==> src/rtl/seg_scan_ctrl.sv <==
// seg_scan_ctrl
// Scan controller for a four-digit seven-segment display. Producers write
// digit values into a shadow bank; a commit copies the whole shadow bank into
// the active bank atomically at the end of a frame. The active bank is
// time-multiplexed onto the shared cathode bus, one digit per slot. Each slot
// opens with a blank gap to suppress ghosting between digits.
//
// Parameters:
//   PRESCALE     sysclock cycles per digit slot, blank gap included (2..65536)
//   BLANK        blank cycles at the start of each slot (0..PRESCALE-1)
// Ports:
//   sysclock       in   clock, rising edge
//   reset_n        in   synchronous active-low reset
//   wr_en          in   write strobe into the shadow bank
//   wr_addr[1:0]   in   digit index being written
//   wr_data[3:0]   in   digit value being written
//   wr_dp          in   decimal point for the written digit, 1 = lit
//   commit         in   copy shadow to active at the next frame end
//   digit_mask[3:0] in  per-digit enable, 1 = may light
//   lz_suppress    in   blank leading zeros
//   anode[3:0]     out  active-low one-hot anode drive (registered)
//   digit[3:0]     out  value of the digit in the current slot (registered)
//   dp_n           out  active-low decimal point (registered)
//   frame_done     out  one-cycle pulse at the end of digit 3's slot
//   commit_pending out  a commit is latched but not yet applied
module seg_scan_ctrl #(
  parameter int PRESCALE = 50000,
  parameter int BLANK    = 1000
) (
  input  logic       sysclock,
  input  logic       reset_n,
  input  logic       wr_en,
  input  logic [1:0] wr_addr,
  input  logic [3:0] wr_data,
  input  logic       wr_dp,
  input  logic       commit,
  input  logic [3:0] digit_mask,
  input  logic       lz_suppress,
  output logic [3:0] anode,
  output logic [3:0] digit,
  output logic       dp_n,
  output logic       frame_done,
  output logic       commit_pending
);

  localparam logic [15:0] SLOT_LAST = 16'(PRESCALE - 1);
  localparam logic [15:0] BLANK_C   = 16'(BLANK);

  // A digit is visible when enabled and, under leading-zero suppression, when
  // some enabled digit at or above it is nonzero. Digit 0 always survives so
  // an all-zero display still shows a single 0.
  function automatic logic [3:0] visible(input logic [3:0]      mask,
                                         input logic            lz,
                                         input logic [3:0][3:0] vals);
    logic [3:0] vis;
    logic       zero_above;
    zero_above = 1'b1;
    for (int i = 3; i >= 0; i--) begin
      if (mask[i] && (vals[i] != 4'd0)) zero_above = 1'b0;
      vis[i] = mask[i] && !(lz && (i != 0) && zero_above);
    end
    return vis;
  endfunction

  logic [15:0]      cnt_q, cnt_d;
  logic [1:0]       idx_q, idx_d;
  logic [3:0][3:0]  sh_val_q, sh_val_d;
  logic [3:0]       sh_dp_q, sh_dp_d;
  logic [3:0][3:0]  act_val_q, act_val_d;
  logic [3:0]       act_dp_q, act_dp_d;
  logic             pend_q, pend_d;
  logic [3:0]       anode_q, anode_d;
  logic [3:0]       digit_q, digit_d;
  logic             dp_n_q, dp_n_d;
  logic             frame_done_q, frame_done_d;

  logic             slot_end;
  logic             frame_end;
  logic             lit;
  logic [3:0]       vis;

  always_comb begin
    cnt_d     = cnt_q + 16'd1;
    idx_d     = idx_q;
    sh_val_d  = sh_val_q;
    sh_dp_d   = sh_dp_q;
    act_val_d = act_val_q;
    act_dp_d  = act_dp_q;

    slot_end  = (cnt_q == SLOT_LAST);
    frame_end = slot_end && (idx_q == 2'd3);

    if (slot_end) begin
      cnt_d = 16'd0;
      idx_d = idx_q + 2'd1;
    end

    // The active bank copies the shadow as it stood before this edge, so a
    // write landing in the frame-end cycle stays in shadow only.
    if (frame_end && pend_q) begin
      act_val_d = sh_val_q;
      act_dp_d  = sh_dp_q;
    end

    if (wr_en) begin
      sh_val_d[wr_addr] = wr_data;
      sh_dp_d[wr_addr]  = wr_dp;
    end

    // A commit arriving in the frame-end cycle re-arms pending rather than
    // being absorbed by the copy happening on that same edge.
    pend_d = commit || (pend_q && !frame_end);

    vis          = visible(digit_mask, lz_suppress, act_val_q);
    lit          = (cnt_q >= BLANK_C) && vis[idx_q];
    anode_d      = lit ? ~(4'b0001 << idx_q) : 4'hF;
    digit_d      = act_val_q[idx_q];
    dp_n_d       = lit ? ~act_dp_q[idx_q] : 1'b1;
    frame_done_d = frame_end;
  end

  always_ff @(posedge sysclock) begin
    if (!reset_n) begin
      cnt_q        <= 16'd0;
      idx_q        <= 2'd0;
      sh_val_q     <= '0;
      sh_dp_q      <= '0;
      act_val_q    <= '0;
      act_dp_q     <= '0;
      pend_q       <= 1'b0;
      anode_q      <= 4'hF;
      digit_q      <= 4'd0;
      dp_n_q       <= 1'b1;
      frame_done_q <= 1'b0;
    end else begin
      cnt_q        <= cnt_d;
      idx_q        <= idx_d;
      sh_val_q     <= sh_val_d;
      sh_dp_q      <= sh_dp_d;
      act_val_q    <= act_val_d;
      act_dp_q     <= act_dp_d;
      pend_q       <= pend_d;
      anode_q      <= anode_d;
      digit_q      <= digit_d;
      dp_n_q       <= dp_n_d;
      frame_done_q <= frame_done_d;
    end
  end

  assign anode          = anode_q;
  assign digit          = digit_q;
  assign dp_n           = dp_n_q;
  assign frame_done     = frame_done_q;
  assign commit_pending = pend_q;

endmodule

==> config.mk <==
export PLATFORM = sky130hd
export DESIGN_NAME = seg_scan_ctrl
export DESIGN_NICKNAME = d
export VERILOG_FILES = /design/src/rtl/seg_scan_ctrl.sv
export SDC_FILE = /design/constraint.sdc
export NUM_CORES = 1
export LEC_CHECK = 0
export CELL_PAD_IN_SITES_DETAIL_PLACEMENT = 0
export CELL_PAD_IN_SITES_GLOBAL_PLACEMENT = 1
export CORE_ASPECT_RATIO = 0.8
export CORE_UTILIZATION = 30
export DETAILED_ROUTE_END_ITERATION = 8
export PLACE_DENSITY = 0.62
export SYNTH_ARGS = -nofsm -noshare
export SYNTH_HDL_FRONTEND = slang
export SYNTH_SLANG_ARGS = --single-unit
==> constraint.sdc <==
create_clock -name sysclock -period 2.05 [get_ports sysclock]
set_input_delay 0.41 -clock sysclock [delete_from_list [all_inputs] [get_ports sysclock]]
set_output_delay 0.41 -clock sysclock [all_outputs]
set_load 0.01 [all_outputs]
# --- Yosys cells after proc, flatten, opt, wreduce, memory -nomap -nowiden ---
# Cells that the tools add are included.
totals:
  regBits: 69
  wordCells: 68
  input_bits: 16
op_classes:
  bitwise_logic: 3
  reduce_logical: 24
  n_addsub: 2
  shift: 1
  muxes: 15
  order_cmp: 4
  n_eq_ne: 2
ops:
  columns: ["operator", "n"]
  rows:
  - ["$add A16 B1 Y16 const B", 1]
  - ["$bwmux W16", 1]
  - ["$eq A16 B16 Y1 const B", 1]
  - ["$ge A16 B10 Y1 const B", 1]
  - ["$logic_and A1 B1 Y1", 14]
  - ["$reduce_bool A4 Y1", 3]
  - ["$bmux W4 S2", 1]
  - ["$demux W4 S2", 1]
  - ["$mux W4", 2]
  - ["$lt A2 B3 Y1 const B", 2]
  - ["$mux W1", 6]
  - ["$bmux W1 S2", 2]
  - ["$bwmux W4", 1]
  - ["$logic_not A1 Y1", 4]
  - ["$not A4 Y4", 1]
  - ["$shl A1 B2 Y4 const A", 1]
  - ["$add A2 B1 Y2 const B", 1]
  - ["$demux W1 S2", 1]
  - ["$eq A2 B2 Y1 const B", 1]
  - ["$ge A2 B1 Y1 const B", 1]
  - ["$not A1 Y1", 2]
  - ["$reduce_and A2 Y1", 1]
  - ["$reduce_or A2 Y1", 1]
  - ["$logic_or A1 B1 Y1", 1]

# --- Logic depth before layout (Yosys ltp) ---
# Gate-level depths: netlist of the first run.
logic_depth:
  ltp_word: 12
  ltp_mapped: 8
  depth_no_buf: 6

# --- Worst setup path after synthesis of the first run ---
# OpenSTA, ideal clock, no wires.
synth_path:
  path_kind: "register to register"
  startpoint: "reg cnt_q[0]"
  endpoint: "reg act_dp_q[0]"
  stages_incl_launch_ff: 8
  n_path_buf: 2
  setup_ps: 123
  arrival_time_ps: 1388
  path_slack_ps: 540
  t_required_ps: 1927
  path_cell_list: "dfxtp_1 ha_1 and3_1 buf_2 nand4_4 nor2_4 clkbuf_2 o21ai_0"
synth_via:
  elab_chain_cells: 3
synth_rtl:
  columns: ["item", "line_no", "source"]
  rows:
  - ["start, declared", "65", "logic [15:0] cnt_q, cnt_d;"]
  - ["start signal, assigned", "136", "cnt_q <= cnt_d;"]
  - ["$eq A16 B16 Y1", "90", "slot_end = (cnt_q == SLOT_LAST);"]
  - ["$logic_and A1 B1 Y1", "91", "frame_end = slot_end && (idx_q == 2'd3);"]
  - ["$logic_and A1 B1 Y1", "100", "if (frame_end && pend_q) begin"]
  - ["end signal, assigned", "141", "act_dp_q <= act_dp_d;"]
  - ["end, declared", "70", "logic [3:0] act_dp_q, act_dp_d;"]
# No other way between the ends.
# A chain may end at the register's enable or synchronous reset.

# --- Final worst setup path of the first run ---
layout_path:
  startpoint: "reg cnt_q[0]"
  endpoint: "reg act_val_q[8] (netlist bit)"
layout_via:
  elab_chain_cells: 3
layout_rtl:
  columns: ["item", "line_no", "source"]
  rows:
  - ["$eq A16 B16 Y1", "90", null]
  - ["$logic_and A1 B1 Y1", "91", null]
  - ["$logic_and A1 B1 Y1", "100", null]
  - ["end signal, assigned", "140", "act_val_q <= act_val_d;"]
  - ["end, declared", "69", "logic [3:0][3:0] act_val_q, act_val_d;"]
# No other way between the ends.

==> impl_metrics.tcl, run 1 <==
set metrics [dict create \
    min-delay-path-class "flop to flop" \
    avgRoutedWirePerCell_um 13.5 \
    critPathSlowestCell "sky130_fd_sc_hd__dfxtp_1" \
    syn_inst 297 \
    setup_repair_after_global_routing_missed_its_margin "false" \
    cts_max_level 3 \
    vdd_ir_drop_max_mv 0.399 \
    syn_avg_cell_area_um2 9.65 \
    synthDistinctLibCells 43 \
    place_worst_setup_slack_ps 147 \
    cell_taking_the_most_area_after_synthesis "sky130_fd_sc_hd__dfxtp_1" \
    post_synthesis_sequential_element_count 69 \
    route.detailed.drc 8 \
    cts_hold_buffers 0 \
    fp.dieH_um 89.4 \
    tritoncts "done" \
    met3WireLength_um 232 \
    dr_total_vias 2101 \
    cell_pwr_density_mw_per_mm2 833 \
    die_x_um 111 \
    slew_headroom_pct 68.4 \
    numPlacedInstances 431 \
    critical_path_peak_fanout 40 \
    dp_hpwl_um 4210 \
    synth_edf_count 0 \
    most_repeated_cell_in_the_gate_level_netlist_after_synthesis "sky130_fd_sc_hd__dfxtp_1" \
    run_status "finished, violations left" \
    antenna-diode-count 0 \
    hold_violations 0 \
    end_kind "flop" \
    layout-drive-gt1-share_pct 11.4 \
    area.growth.synth_to_final_pct 23.4 \
    post-cts-setup-buffer-count 0 \
    synthesis.area_mm2 0.00287 \
    final_critical_path_setup_slack_ps 279 \
    ioPinCount 27 \
    instances_no_fill 447 \
    grt_pass1_wl_um 9810 \
    highest_routing_layer_actually_used "met4" \
    yosys.area.top_type_share_pct 48.2 \
    met2RoutedLength_um 2200 \
    timing.critical_path.slowest_cell_delay_ps 390 \
    tritoncts.num_buffers 9 \
    path_class "flop to flop" \
    fin_setup_tns_ps 0 \
    via_count_of_the_first_global_routing_pass 1840 \
    cts-root-buf "sky130_fd_sc_hd__clkbuf_16" \
    critical_path_required_ps 2300 \
    gp_congestion 0.756 \
    syn_nets 319 \
    yosys-top-cells-area "sky130_fd_sc_hd__dfxtp_1 (48%), sky130_fd_sc_hd__mux2i_1 (7.3%), sky130_fd_sc_hd__nor2_1 (5.5%)" \
    fmaxAchievable_ghz 0.565 \
    critical-path-top-delay-family "simple AND/OR/NAND/NOR gates" \
    finish.instance_area_mm2 0.00354 \
    failed_checks "DRC" \
    synth_common_cells "sky130_fd_sc_hd__dfxtp_1 (69), sky130_fd_sc_hd__nor2_1 (42), sky130_fd_sc_hd__nand2_1 (33), sky130_fd_sc_hd__nand3_1 (27), sky130_fd_sc_hd__mux2i_1 (21)" \
    grt_start_max_net_pins 46 \
    worst-endpoint-arrival_ps 2020 \
    report.final.setup_viol 0 \
    synthesis.yosys.warnings 0 \
    finClkSkew_ps 8.36 \
    synth_async_sr_flop_share_pct 0 \
    cts.path.max_buffers 2 \
    gates_resized_cts_repair 0 \
    seq_area_frac_synth_pct 48.2 \
    layout.filler_cells 939 \
    synth_ff_type "sky130_fd_sc_hd__dfxtp_1" \
    fin_crit_ps 1770 \
    residual_antenna_violating_net_count_after_detailed_routing 0 \
    die-area_mm2 0.00995 \
    floorplan.initialDensity_pct 31.3 \
    grt_remaining_overflow 0 \
    core_mm2 0.00915 \
    antenna_violations_before_repair 0 \
    tritoncts_num_sinks 69 \
    start_kind "flop" \
    wl_met1_um 3520 \
    clk_latency_ps 330 \
    cell_chain_of_the_critical_path "ha_1, and3_1, nand4_4, nor2_4, buf_12, nand3_1, o21ai_0" \
    cap_viol_max_count 0 \
    fin_crit_sh_pct 86.4 \
    final_routed_wirelength_um 6040 \
    gr-usage-all-layers_pct 12.9 \
    postLayoutCoreUtil_pct 38.7 \
    post_drt_via_cell_ratio 4.70 \
    layout.nets 349 \
    p_leak_nw 1.38 \
    cts.clk_slew.worst_paths_ps 60 \
    io_buffer_count 26 \
    critPathBufInv 1 \
    drv_slew 0 \
    drt_iter0_drc 130 \
    num_rows 31 \
    worst_pin_slew_ps 469 \
    drt_pre_antenna_iters 6 \
    placement.cell_area_mm2 0.00326 \
]
-- registers in the layout (all words and copies together) (netlist names) --
register	cells
sh_dp_q	4
act_val_q	16
dp_n	1
commit_pending	1
sh_val_q	16
idx_q	2
cnt_q	16
anode	4
act_dp_q	4
frame_done	1
digit	4
-- metal layers --
layer  global-route usage [%]  up-vias
li1                         -     1076
met1                     19.5      977
met2                     16.5       38
met3                     3.59       10
met4                     5.90        0
met5                        0        -
-- cell usage in the layout, fill, tap and decap left out, types with 3 or more instances in the layout --
master and n:
sky130_fd_sc_hd__dfxtp_1 69, sky130_fd_sc_hd__clkdlybuf4s50_1 26, sky130_fd_sc_hd__o21ai_2 3, sky130_fd_sc_hd__buf_4 6, sky130_fd_sc_hd__nand3_1 27, sky130_fd_sc_hd__ha_1 6
sky130_fd_sc_hd__nor2_1 42, sky130_fd_sc_hd__nand2_1 33, sky130_fd_sc_hd__clkinv_2 3, sky130_fd_sc_hd__mux4_2 5, sky130_fd_sc_hd__xnor2_1 7, sky130_fd_sc_hd__nand4_1 3
sky130_fd_sc_hd__and3_1 4, sky130_fd_sc_hd__o21ai_1 3, sky130_fd_sc_hd__and2_1 4, sky130_fd_sc_hd__xor2_1 8, sky130_fd_sc_hd__o21ai_0 15, sky130_fd_sc_hd__clkbuf_16 9
sky130_fd_sc_hd__nor3_1 3, sky130_fd_sc_hd__inv_1 7, sky130_fd_sc_hd__mux2i_1 21
-- logic make-up after synthesis --
| family | Yosys count | synth area share, % |
|---|---|---|
| buffers and inverters | 23 | 4.41 |
| flip-flops | 69 | 48.2 |
| AND/OR/NAND/NOR | 130 | 22.6 |
| AO/OA/AOI/OAI | 28 | 6.37 |
| XOR/XNOR | 15 | 4.58 |
| multiplexers | 26 | 11.3 |
| adder cells (fa/ha/maj) | 6 | 2.62 |
-- worst register-to-register path: cells and delay by family (launching register included) --
family	cells	cell delay [ps]
buf+inv	1	200
flops	1	390
compound gates	1	80
simple gates	4	820
fa+ha+maj	1	200
-- per-stage QoR --
stage | power, mW | hold WS [ps]
global route | 3.06 | 475
floorplan | 1.47 | 430
detailed placement | 1.53 | 451
global placement | 1.53 | 446
finish | 2.95 | 453
CTS | 2.98 | 459
-- worst paths after layout --
kind | from | to | slack (ps) | depth (start not counted)
worst min register to register | act_dp_q[0] | act_dp_q[0] | 450 | 2
worst max register to register | cnt_q[0] | act_val_q[8] | 280 | 7
worst max-delay path | cnt_q[0] | act_val_q[8] | 280 | 7
worst min-delay path | act_dp_q[0] | act_dp_q[0] | 450 | 2
-- layout make-up --
type	count	area, µm²	area share, %
Tap cell	115	144	4.07
Timing Repair Buffer	34	345	9.76
Sequential cell	69	1380	39.0
Multi-Input combinational cell	205	1360	38.4
Clock buffer	12	256	7.25
Inverter	8	30.0	0.849
Clock inverter	4	22.5	0.636
-- report_power, final --
group          switching [mW]  total, mW  internal (mW)
clock network           0.566       1.44          0.878
registers              0.0145       1.38           1.36
logic                  0.0636      0.126         0.0628
No activity file was read; power rests on OpenSTA's default activity.
==> run 2, diff against run 1 <==
--- a/config.mk
+++ b/config.mk
@@ -10,7 +10,8 @@
 export CORE_ASPECT_RATIO = 0.8
 export CORE_UTILIZATION = 30
 export DETAILED_ROUTE_END_ITERATION = 8
-export PLACE_DENSITY = 0.62
+export PLACE_DENSITY_LB_ADDON = 0.05
+export SLEW_MARGIN = 20
 export SYNTH_ARGS = -nofsm -noshare
 export SYNTH_HDL_FRONTEND = slang
 export SYNTH_SLANG_ARGS = --single-unit
==> impl_metrics.tcl, run 2 (synthesis results as in run 1) <==
set metrics [dict create \
    run_status "finished, violations left" \
    failed_checks "DRC" \
    post_drt_via_cell_ratio 4.67 \
    cell_chain_of_the_critical_path "nand3_1, o311ai_1, nand3_1, a311oi_2, nand2_1" \
    core_mm2 0.00915 \
    cell_pwr_density_mw_per_mm2 927 \
    gates_resized_cts_repair 0 \
    final-seq-area_mm2 0.00138 \
    tritoncts.num_buffers 9 \
    power.share.switching_pct 19.1 \
    most-common-layout-cells "sky130_fd_sc_hd__dfxtp_1 (69), sky130_fd_sc_hd__nor2_1 (42), sky130_fd_sc_hd__nand2_1 (33), sky130_fd_sc_hd__nand3_1 (27), sky130_fd_sc_hd__clkdlybuf4s50_1 (26)" \
    postLayoutCoreUtil_pct 39.5 \
    grt_start_max_net_pins 47 \
    route.detailed.drc 6 \
    gr-usage-all-layers_pct 14.7 \
    r2r_setup_slack_ps 200 \
    via_count_of_the_first_global_routing_pass 1949 \
    setup_repair_after_global_routing_missed_its_margin "false" \
    die-area_mm2 0.00995 \
    hold_violations 0 \
    dp_hpwl_um 4490 \
    fp.dieH_um 89.4 \
    timing.critical_path.slowest_cell_delay_ps 500 \
    fmaxAchievable_ghz 0.540 \
    die_x_um 111 \
    num_rows 31 \
    end_kind "flop" \
    antenna_violations_before_repair 0 \
    io_buffer_count 26 \
    p_comb_share_pct 3.8 \
    critical_path_peak_fanout 6 \
    worst_pin_slew_ps 498 \
    tritoncts_num_sinks 69 \
    mostFrequentLayoutCell "sky130_fd_sc_hd__dfxtp_1" \
    pwr-share-seq_pct 41.0 \
    slew_headroom_pct 66.3 \
    layout.filler_cells 932 \
    largest_registers "act_val_q x16, cnt_q x16, sh_val_q x16" \
    ioPinCount 27 \
    fin_setup_tns_ps 0 \
    timing.critical_path.mode_cell "sky130_fd_sc_hd__nand3_1" \
    multiInputGateArea_mm2 0.00136 \
    residual_antenna_violating_net_count_after_detailed_routing 0 \
    avgRoutedWirePerCell_um 14.3 \
    worst-endpoint-arrival_ps 2050 \
    final.hold.worst_slack_ps 454 \
    vdd_ir_drop_max_mv 0.448 \
    critPathSlowestCell "sky130_fd_sc_hd__o311ai_1" \
    p_leak_nw 1.41 \
    tritoncts "done" \
    critical_path_required_ps 2250 \
    report.final.setup_viol 0 \
    post-cts-setup-buffer-count 0 \
    cts-root-buf "sky130_fd_sc_hd__clkbuf_16" \
    fin_crit_sh_pct 90.4 \
    min-delay-path-class "flop to flop" \
    final_routed_wirelength_um 6380 \
    area.growth.synth_to_final_pct 26.3 \
    fin_crit_ps 1850 \
    drt_iter0_drc 114 \
    drt_pre_antenna_iters 6 \
    cts.clk_slew.worst_paths_ps 60 \
    layout-drive-gt1-share_pct 11.4 \
    drv_slew 0 \
    path_class "flop to flop" \
    cap_viol_max_count 0 \
    finClkSkew_ps 7.30 \
    grt_remaining_overflow 0 \
    start_kind "flop" \
    floorplan.initialDensity_pct 31.3 \
    cts_hold_buffers 0 \
    cts_max_level 3 \
    net-switching-power_uw 642 \
    cts.path.max_buffers 2 \
    internal-power_mw 2.71 \
    clk_latency_ps 330 \
    antenna-diode-count 0 \
    clock_share_of_power_pct 55.2 \
    dr_total_vias 2089 \
    layout.nets 349 \
    gp_congestion 0.718 \
    grt_pass1_wl_um 10800 \
]
## run 2: cell types whose count changed in the layout (fill, tap and decap cells not counted)
| cell | previous run | this run |
|---|---|---|
| sky130_fd_sc_hd__bufinv_16 | 0 | 3 |
| sky130_fd_sc_hd__clkbuf_8 | 2 | 3 |
| sky130_fd_sc_hd__clkinvlp_4 | 1 | 0 |
| sky130_fd_sc_hd__clkinv_2 | 3 | 0 |
## run 2: worst paths after layout
kind / startpoint / endpoint / cells past startpoint
worst max-delay path: cnt_q[7] / anode[0] / 5
worst min-delay path: act_dp_q[1] / act_dp_q[1] / 2
worst max register to register: cnt_q[7] / anode[0] / 5
worst min register to register: act_dp_q[1] / act_dp_q[1] / 2
## run 2: per-stage QoR
stage               setup slack (ps)  instances  power (mW)  instance area (µm²)
finish                           197        447        3.35                 3620
global placement                 172        431        1.53                 3260
floorplan                        540        297        1.47                 2870
global route                    34.9        447        3.48                 3620
detailed placement               146        431        1.53                 3260
CTS                              217        447        3.41                 3620
## run 2: critical path: cells and delay by family, from the launching register on
family | cells | cell delay (ps)
AO/OA/AOI/OAI | 2 | 930
flip-flops | 1 | 400
AND/OR/NAND/NOR | 3 | 400
## run 2: layout make-up
type | count | share of cell area (%)
Clock inverter | 3 | 2.49
Sequential cell | 69 | 38.2
Inverter | 8 | 0.830
Tap cell | 115 | 3.98
Multi-Input combinational cell | 205 | 37.5
Timing Repair Buffer | 34 | 9.54
Clock buffer | 13 | 7.47
## run 2: metal layers
layer	wire length (µm)	GRT usage (%)	part of all wire (%)	up-vias
li1	-	-	-	1081
met1	3590	21.8	56	945
met2	2300	18.9	36	55
met3	418	5.63	6.6	8
met4	73	4.42	1.1	0
met5	0	0	0	-
## run 2: power groups by stage
stage	Combinational (mW)	Sequential, mW	Clock [mW]
2_1_floorplan	0.0688	1.40	0
3_3_place_gp	0.127	1.41	0
3_5_place_dp	0.127	1.41	0
4_1_cts	0.128	1.38	1.90
5_1_grt	0.139	1.38	1.97
6_report	0.126	1.38	1.85
==> RTL edit 1 (flow settings as in run 1) <==
Register the output `digit` once more, without a reset; this adds one clock of latency there. The other outputs are not delayed to match. Comments in the files are not updated.
--- a/src/rtl/seg_scan_ctrl.sv
+++ b/src/rtl/seg_scan_ctrl.sv
@@ -148,7 +148,9 @@
   end
 
   assign anode          = anode_q;
-  assign digit          = digit_q;
+  always_ff @(posedge sysclock) begin
+    digit <= digit_q;
+  end
   assign dp_n           = dp_n_q;
   assign frame_done     = frame_done_q;
   assign commit_pending = pend_q;
Behaviour: no difference found for any inputs over 10 cycles, from zero or initial values and one cycle with reset_n low; that may be too few to reach the edited logic, so the function may still have changed.
==> RTL edit 1 against run 1 <==
- the run still ends with design-rule violations left
- via count down 0.43%
- worst setup slack better by 70 ps
- sequential cell count up 4
- core utilization up 0.73 points
- cell count up 0.67%
- cell area up 2.8%
- synthesized area up 1.2%
- wire length about the same
- total power up 7.5%
- first-iteration DRC count up 37%
==> RTL edit 1: results (changes against run 1) <==
| Metric | Value |
|---|---|
| Outcome | complete, but fails checks |
| Violated checks | design-rule violations |
| Max-slew headroom at the worst pin | 63.8% (-4.6 points) |
| Worst R2R Setup Slack | 390 ps (+110 ps) |
| Global placement routability congestion | 0.690 (-8.8%) |
| Category of the most critical setup path | in2reg |
| Initial detailed-routing violation count | 178 (+37%) |
| Minimum hold slack | 325 ps (-128 ps) |
| Xor/xnor cell area share of the yosys netlist | 4.53% (-0.053 points) |
| HP Start | digit_q[3] |
| Register area share after synthesis | 50.4% (+2.2 points) |
| End point of the worst hold path | digit[3] |
| Total wire length | 6050 µm (about the same) |
| Wire length of the first global-routing pass | 10,300 µm (+5.0%) |
| Area after DPL | 3330 µm² (+2.1%) |
| Compound-cell area share of the yosys netlist | 6.43% (+0.055 points) |
| Via count of the first global-routing pass | 1,975 (+7.3%) |
| Mux share of post-synthesis cell area | 11.1% (-0.13 points) |
| Static Leakage | 1.42 nW (+3.0%) |
| Endpoint of the lowest-slack register-to-register path | cnt_q[14] |
| Residual DRC count | 2 (-6) |
| Cell count after placement | 434 (+0.70%) |
| Total of fill cells in the finished design | 953 (+1.5%) |
| Nets@finish | 352 (+0.86%) |
| Post-detail-place hpwl | 4280 µm (+1.8%) |
| Arrival time reported for the critical path endpoint | 1920 ps (-100 ps) |
| Maximum number of pins on one net before global-route repair | 47 (+2.2%) |
| Share of synthesized cell area in full adder, half adder and majority cells | 2.59% (-0.031 points) |
| Non-filler cells, final | 450 (+0.67%) |
| Start point of the critical path | digit_mask[0] |
[RTL edit 1: changes by cell type in the layout (fill, tap and decap cells not counted), moves of 2 or more]
| cell | change |
|---|---|
| sky130_fd_sc_hd__o21ai_2 | -3 |
| sky130_fd_sc_hd__clkinv_2 | -2 |
| sky130_fd_sc_hd__buf_4 | +3 |
| sky130_fd_sc_hd__nor2_1 | -2 |
| sky130_fd_sc_hd__nand3_1 | -4 |
| sky130_fd_sc_hd__o21ai_0 | +3 |
| sky130_fd_sc_hd__dfxtp_1 | +4 |
[RTL edit 1: worst max-delay path, cell delays in order]
cell	delay, ps
sky130_fd_sc_hd__clkdlybuf4s50_1	470
sky130_fd_sc_hd__nor2b_1	180
sky130_fd_sc_hd__a211oi_1	80
sky130_fd_sc_hd__a311o_1	340
sky130_fd_sc_hd__a311oi_2	230
sky130_fd_sc_hd__buf_4	160
sky130_fd_sc_hd__nand2_1	50
[RTL edit 1: worst max-delay path by stage]
| stage | to | slack (ps) | cells past startpoint |
|---|---|---|---|
| floorplan | anode[0] | 460 | 5 |
| global placement | anode[3] | 30 | 7 |
| detailed placement | dp_n | -3 | 7 |
| CTS | dp_n | 350 | 7 |
| global route | act_dp_q[1] | 240 | 7 |
| finish | dp_n | 350 | 7 |
[RTL edit 1: per-layer routing]
metal | GRT usage (%) | routed length (µm)
met1 | 19.6 | 3340
met2 | 17.9 | 2360
met3 | 4.72 | 249
met4 | 5.00 | 93
met5 | 0 | 0
[RTL edit 1: layout make-up]
type	instances	area, µm²	share of cell area (%)
Sequential cell	73	1460	40.2
Multi-Input combinational cell	202	1340	37.0
Timing Repair Buffer	36	348	9.57
Clock buffer	14	274	7.54
Tap cell	115	144	3.96
Clock inverter	2	35.0	0.964
Inverter	8	30.0	0.826
[RTL edit 1: logic make-up (layout without fill, tap and decap cells)]
group / after synthesis / in the layout
DFF: 73 / 73
and+or+nand+nor: 126 / 126
AOI/OAI and AO/OA: 29 / 29
buffers and inverters: 23 / 60
xor gates and xnor gates: 15 / 15
adders and majority gates: 6 / 6
muxes: 26 / 26
[RTL edit 1: power by group]
group	total [mW]	internal, mW	switching [mW]
Clock	1.59	1.04	0.552
Combinational	0.123	0.0596	0.0634
Sequential	1.45	1.44	0.0149
Total	3.17	2.54	0.630
==> RTL edit 2 (config.mk and constraints of run 1) <==
Made on the original files. Change the parameter `BLANK` from 1000 to 500.
--- a/src/rtl/seg_scan_ctrl.sv
+++ b/src/rtl/seg_scan_ctrl.sv
@@ -25,7 +25,7 @@
 //   commit_pending out  a commit is latched but not yet applied
 module seg_scan_ctrl #(
   parameter int PRESCALE = 50000,
-  parameter int BLANK    = 1000
+  parameter int BLANK    = 500
 ) (
   input  logic       sysclock,
   input  logic       reset_n,
Formal check against the unedited RTL: same outputs for any inputs over 10 cycles, from zero or initial values and one cycle with reset_n low; that may be too few to reach the edited logic, so the function may still have changed.
==> RTL edit 2 against run 1 <==
- cell area grew 5.7%
- sequential power is essentially flat
- wire length rose by 2.1%
- critical endpoint is now act_val_q[0]
- count of clock-buffer cells in the layout decreased by 2
- total power up 6.7%
- worst setup slack got worse by 150 ps
- synthesized area grew 5.1%
- synthesized cell count did not move
- sequential cell count is the same
==> RTL edit 2: results (changes against run 1) <==
| Metric | Value |
|---|---|
| Transition at the pin with the smallest max-transition slack | 494 ps (+25.1 ps) |
| Via count of the first global-routing pass | 2,001 (+8.8%) |
| Met3 capacity usage during global routing | 4.10% (+0.50 points) |
| Count of distinct cell types in the synthesized netlist | 41 (-4.7%) |
| Worst Clk Skew | 4.70 ps (-3.67 ps) |
| Worst-Skew Late Latency | 330 ps (about the same) |
| Global placement routability congestion | 0.812 (+7.4%) |
| Total of fill cells in the finished design | 1,002 (+6.7%) |
| Post-detail-place hpwl | 4320 µm (+2.7%) |
| Global routing met2 resource utilization | 17.6% (+1.0 points) |
| Number of detailed-route iterations in the first pass | 4 (-2) |
| Fraction of final layout cells with drive strength greater than 1 | 10.5% (-0.90 points) |
| Post-synthesis async set-or-reset flop share | 0% (unchanged) |
| Worst slack at placement | 144 ps (-2.74 ps) |
| Slowest CP cell | sky130_fd_sc_hd__or4b_4 |
| Initial detailed-routing violation count | 81 (-38%) |
| Area after DPL | 3420 µm² (+5.0%) |
| Leading registers by flop count | act_val_q: 16 flops, cnt_q: 16 flops, sh_val_q: 16 flops |
| Hold Path Class | in2reg |
| CTS H-tree depth | 3 (unchanged) |
| I/O Buffers | 26 (unchanged) |
| Outcome | complete, no violations |
| Crit-path max FO | 20 (-50%) |
| Most common library cells after synthesis | sky130_fd_sc_hd__dfxtp_1, sky130_fd_sc_hd__nand2_1, sky130_fd_sc_hd__mux2i_1, sky130_fd_sc_hd__nor2b_1, sky130_fd_sc_hd__nor2_1 |
| Static Leakage | 1.38 nW (about the same) |
| Met1 Use GR | 19.4% (-0.083 points) |
| Root buf cell | sky130_fd_sc_hd__clkbuf_16 |
| GRT Util Overall | 13.1% (+0.15 points) |
| Wire length of the first global-routing pass | 10,400 µm (+6.4%) |
| Number of setup buffers added after CTS | 0 (unchanged) |
| Total wire length | 6170 µm (+2.1%) |
| Peak supply drop | 370 µV (-7.3%) |
| Area contributors post-synth | sky130_fd_sc_hd__dfxtp_1, sky130_fd_sc_hd__mux2i_1, sky130_fd_sc_hd__nand2_1 |
| Per-cell via count in the routed design | 4.49 (-4.4%) |
| Number of cell instances on the worst register-to-register path | 5 (-2) |
| Max stage delay on crit path | 510 ps (+120 ps) |
| Register area share after synthesis | 45.8% (-2.3 points) |
[RTL edit 2: cell count changes after synthesis, sizes merged, moves of 3 or more]
cell / run 1 / this run
nor2b: 1 / 21
xnor2: 7 / 4
mux2i: 21 / 41
nand3: 27 / 12
nor2: 43 / 17
and4: 1 / 5
buf: 10 / 5
clkbuf: 5 / 12
and3: 5 / 2
nor3: 3 / 0
nand4: 4 / 7
and2: 4 / 7
nand2: 33 / 43
o21ai: 21 / 1
[RTL edit 2: final timing paths]
kind,to,slack [ps],startpoint
max,act_val_q[0],130,cnt_q[14]
min,commit_pending,450,reset_n
max reg2reg,act_val_q[0],130,cnt_q[14]
min reg2reg,act_val_q[1],460,act_val_q[1]
[RTL edit 2: kinds of logic (layout without fill, tap and decap cells)]
family | Yosys count | after routing | synth area share [%]
compound gates | 13 | 13 | 3.41
xor+xnor | 14 | 14 | 4.07
fa+ha+maj | 6 | 6 | 2.49
buf+inv | 23 | 58 | 4.61
flops | 69 | 69 | 45.8
mux | 46 | 46 | 17.4
simple gates | 126 | 126 | 22.2
[RTL edit 2: area by class of cell]
class                           count  area [µm²]  share of cell area, %
Inverter                            6        22.5                  0.602
Sequential cell                    69        1380                   36.9
Timing Repair Buffer               36         355                   9.50
Multi-Input combinational cell    205        1490                   39.9
Clock buffer                       10         229                   6.12
Tap cell                          136         170                   4.55
Clock inverter                      6        87.6                   2.34
[RTL edit 2: metal layers]
layer,up-vias,routed length (µm)
li1,1086,-
met1,967,3430
met2,43,2400
met3,7,255
met4,0,83
met5,-,0
[RTL edit 2: power groups by stage]
stage | combinational, mW | clock [mW] | sequential, mW
6_report | 0.132 | 1.64 | 1.38
2_1_floorplan | 0.0751 | 0 | 1.40
5_1_grt | 0.146 | 1.74 | 1.38
3_3_place_gp | 0.132 | 0 | 1.40
3_5_place_dp | 0.133 | 0 | 1.41
4_1_cts | 0.133 | 1.67 | 1.38
[RTL edit 2: through the flow]
stage | std cells | util (%) | total power [mW] | hold slack [ps]
final | 468 | 38.6 | 3.15 | 452
after global routing | 468 | 38.6 | 3.27 | 466
after CTS | 468 | 38.6 | 3.18 | 447
after detailed placement | 452 | 35.3 | 1.54 | 453
after global placement | 452 | 35.3 | 1.54 | 439
after floorplan | 297 | - | 1.48 | 432
[RTL edit 2: critical path, delay by kind of cell (launching register included)]
kind	cells	cell delay (ps)
flip-flops	1	400
AND/OR/NAND/NOR	3	1050
buffers and inverters	1	200
multiplexers	1	200
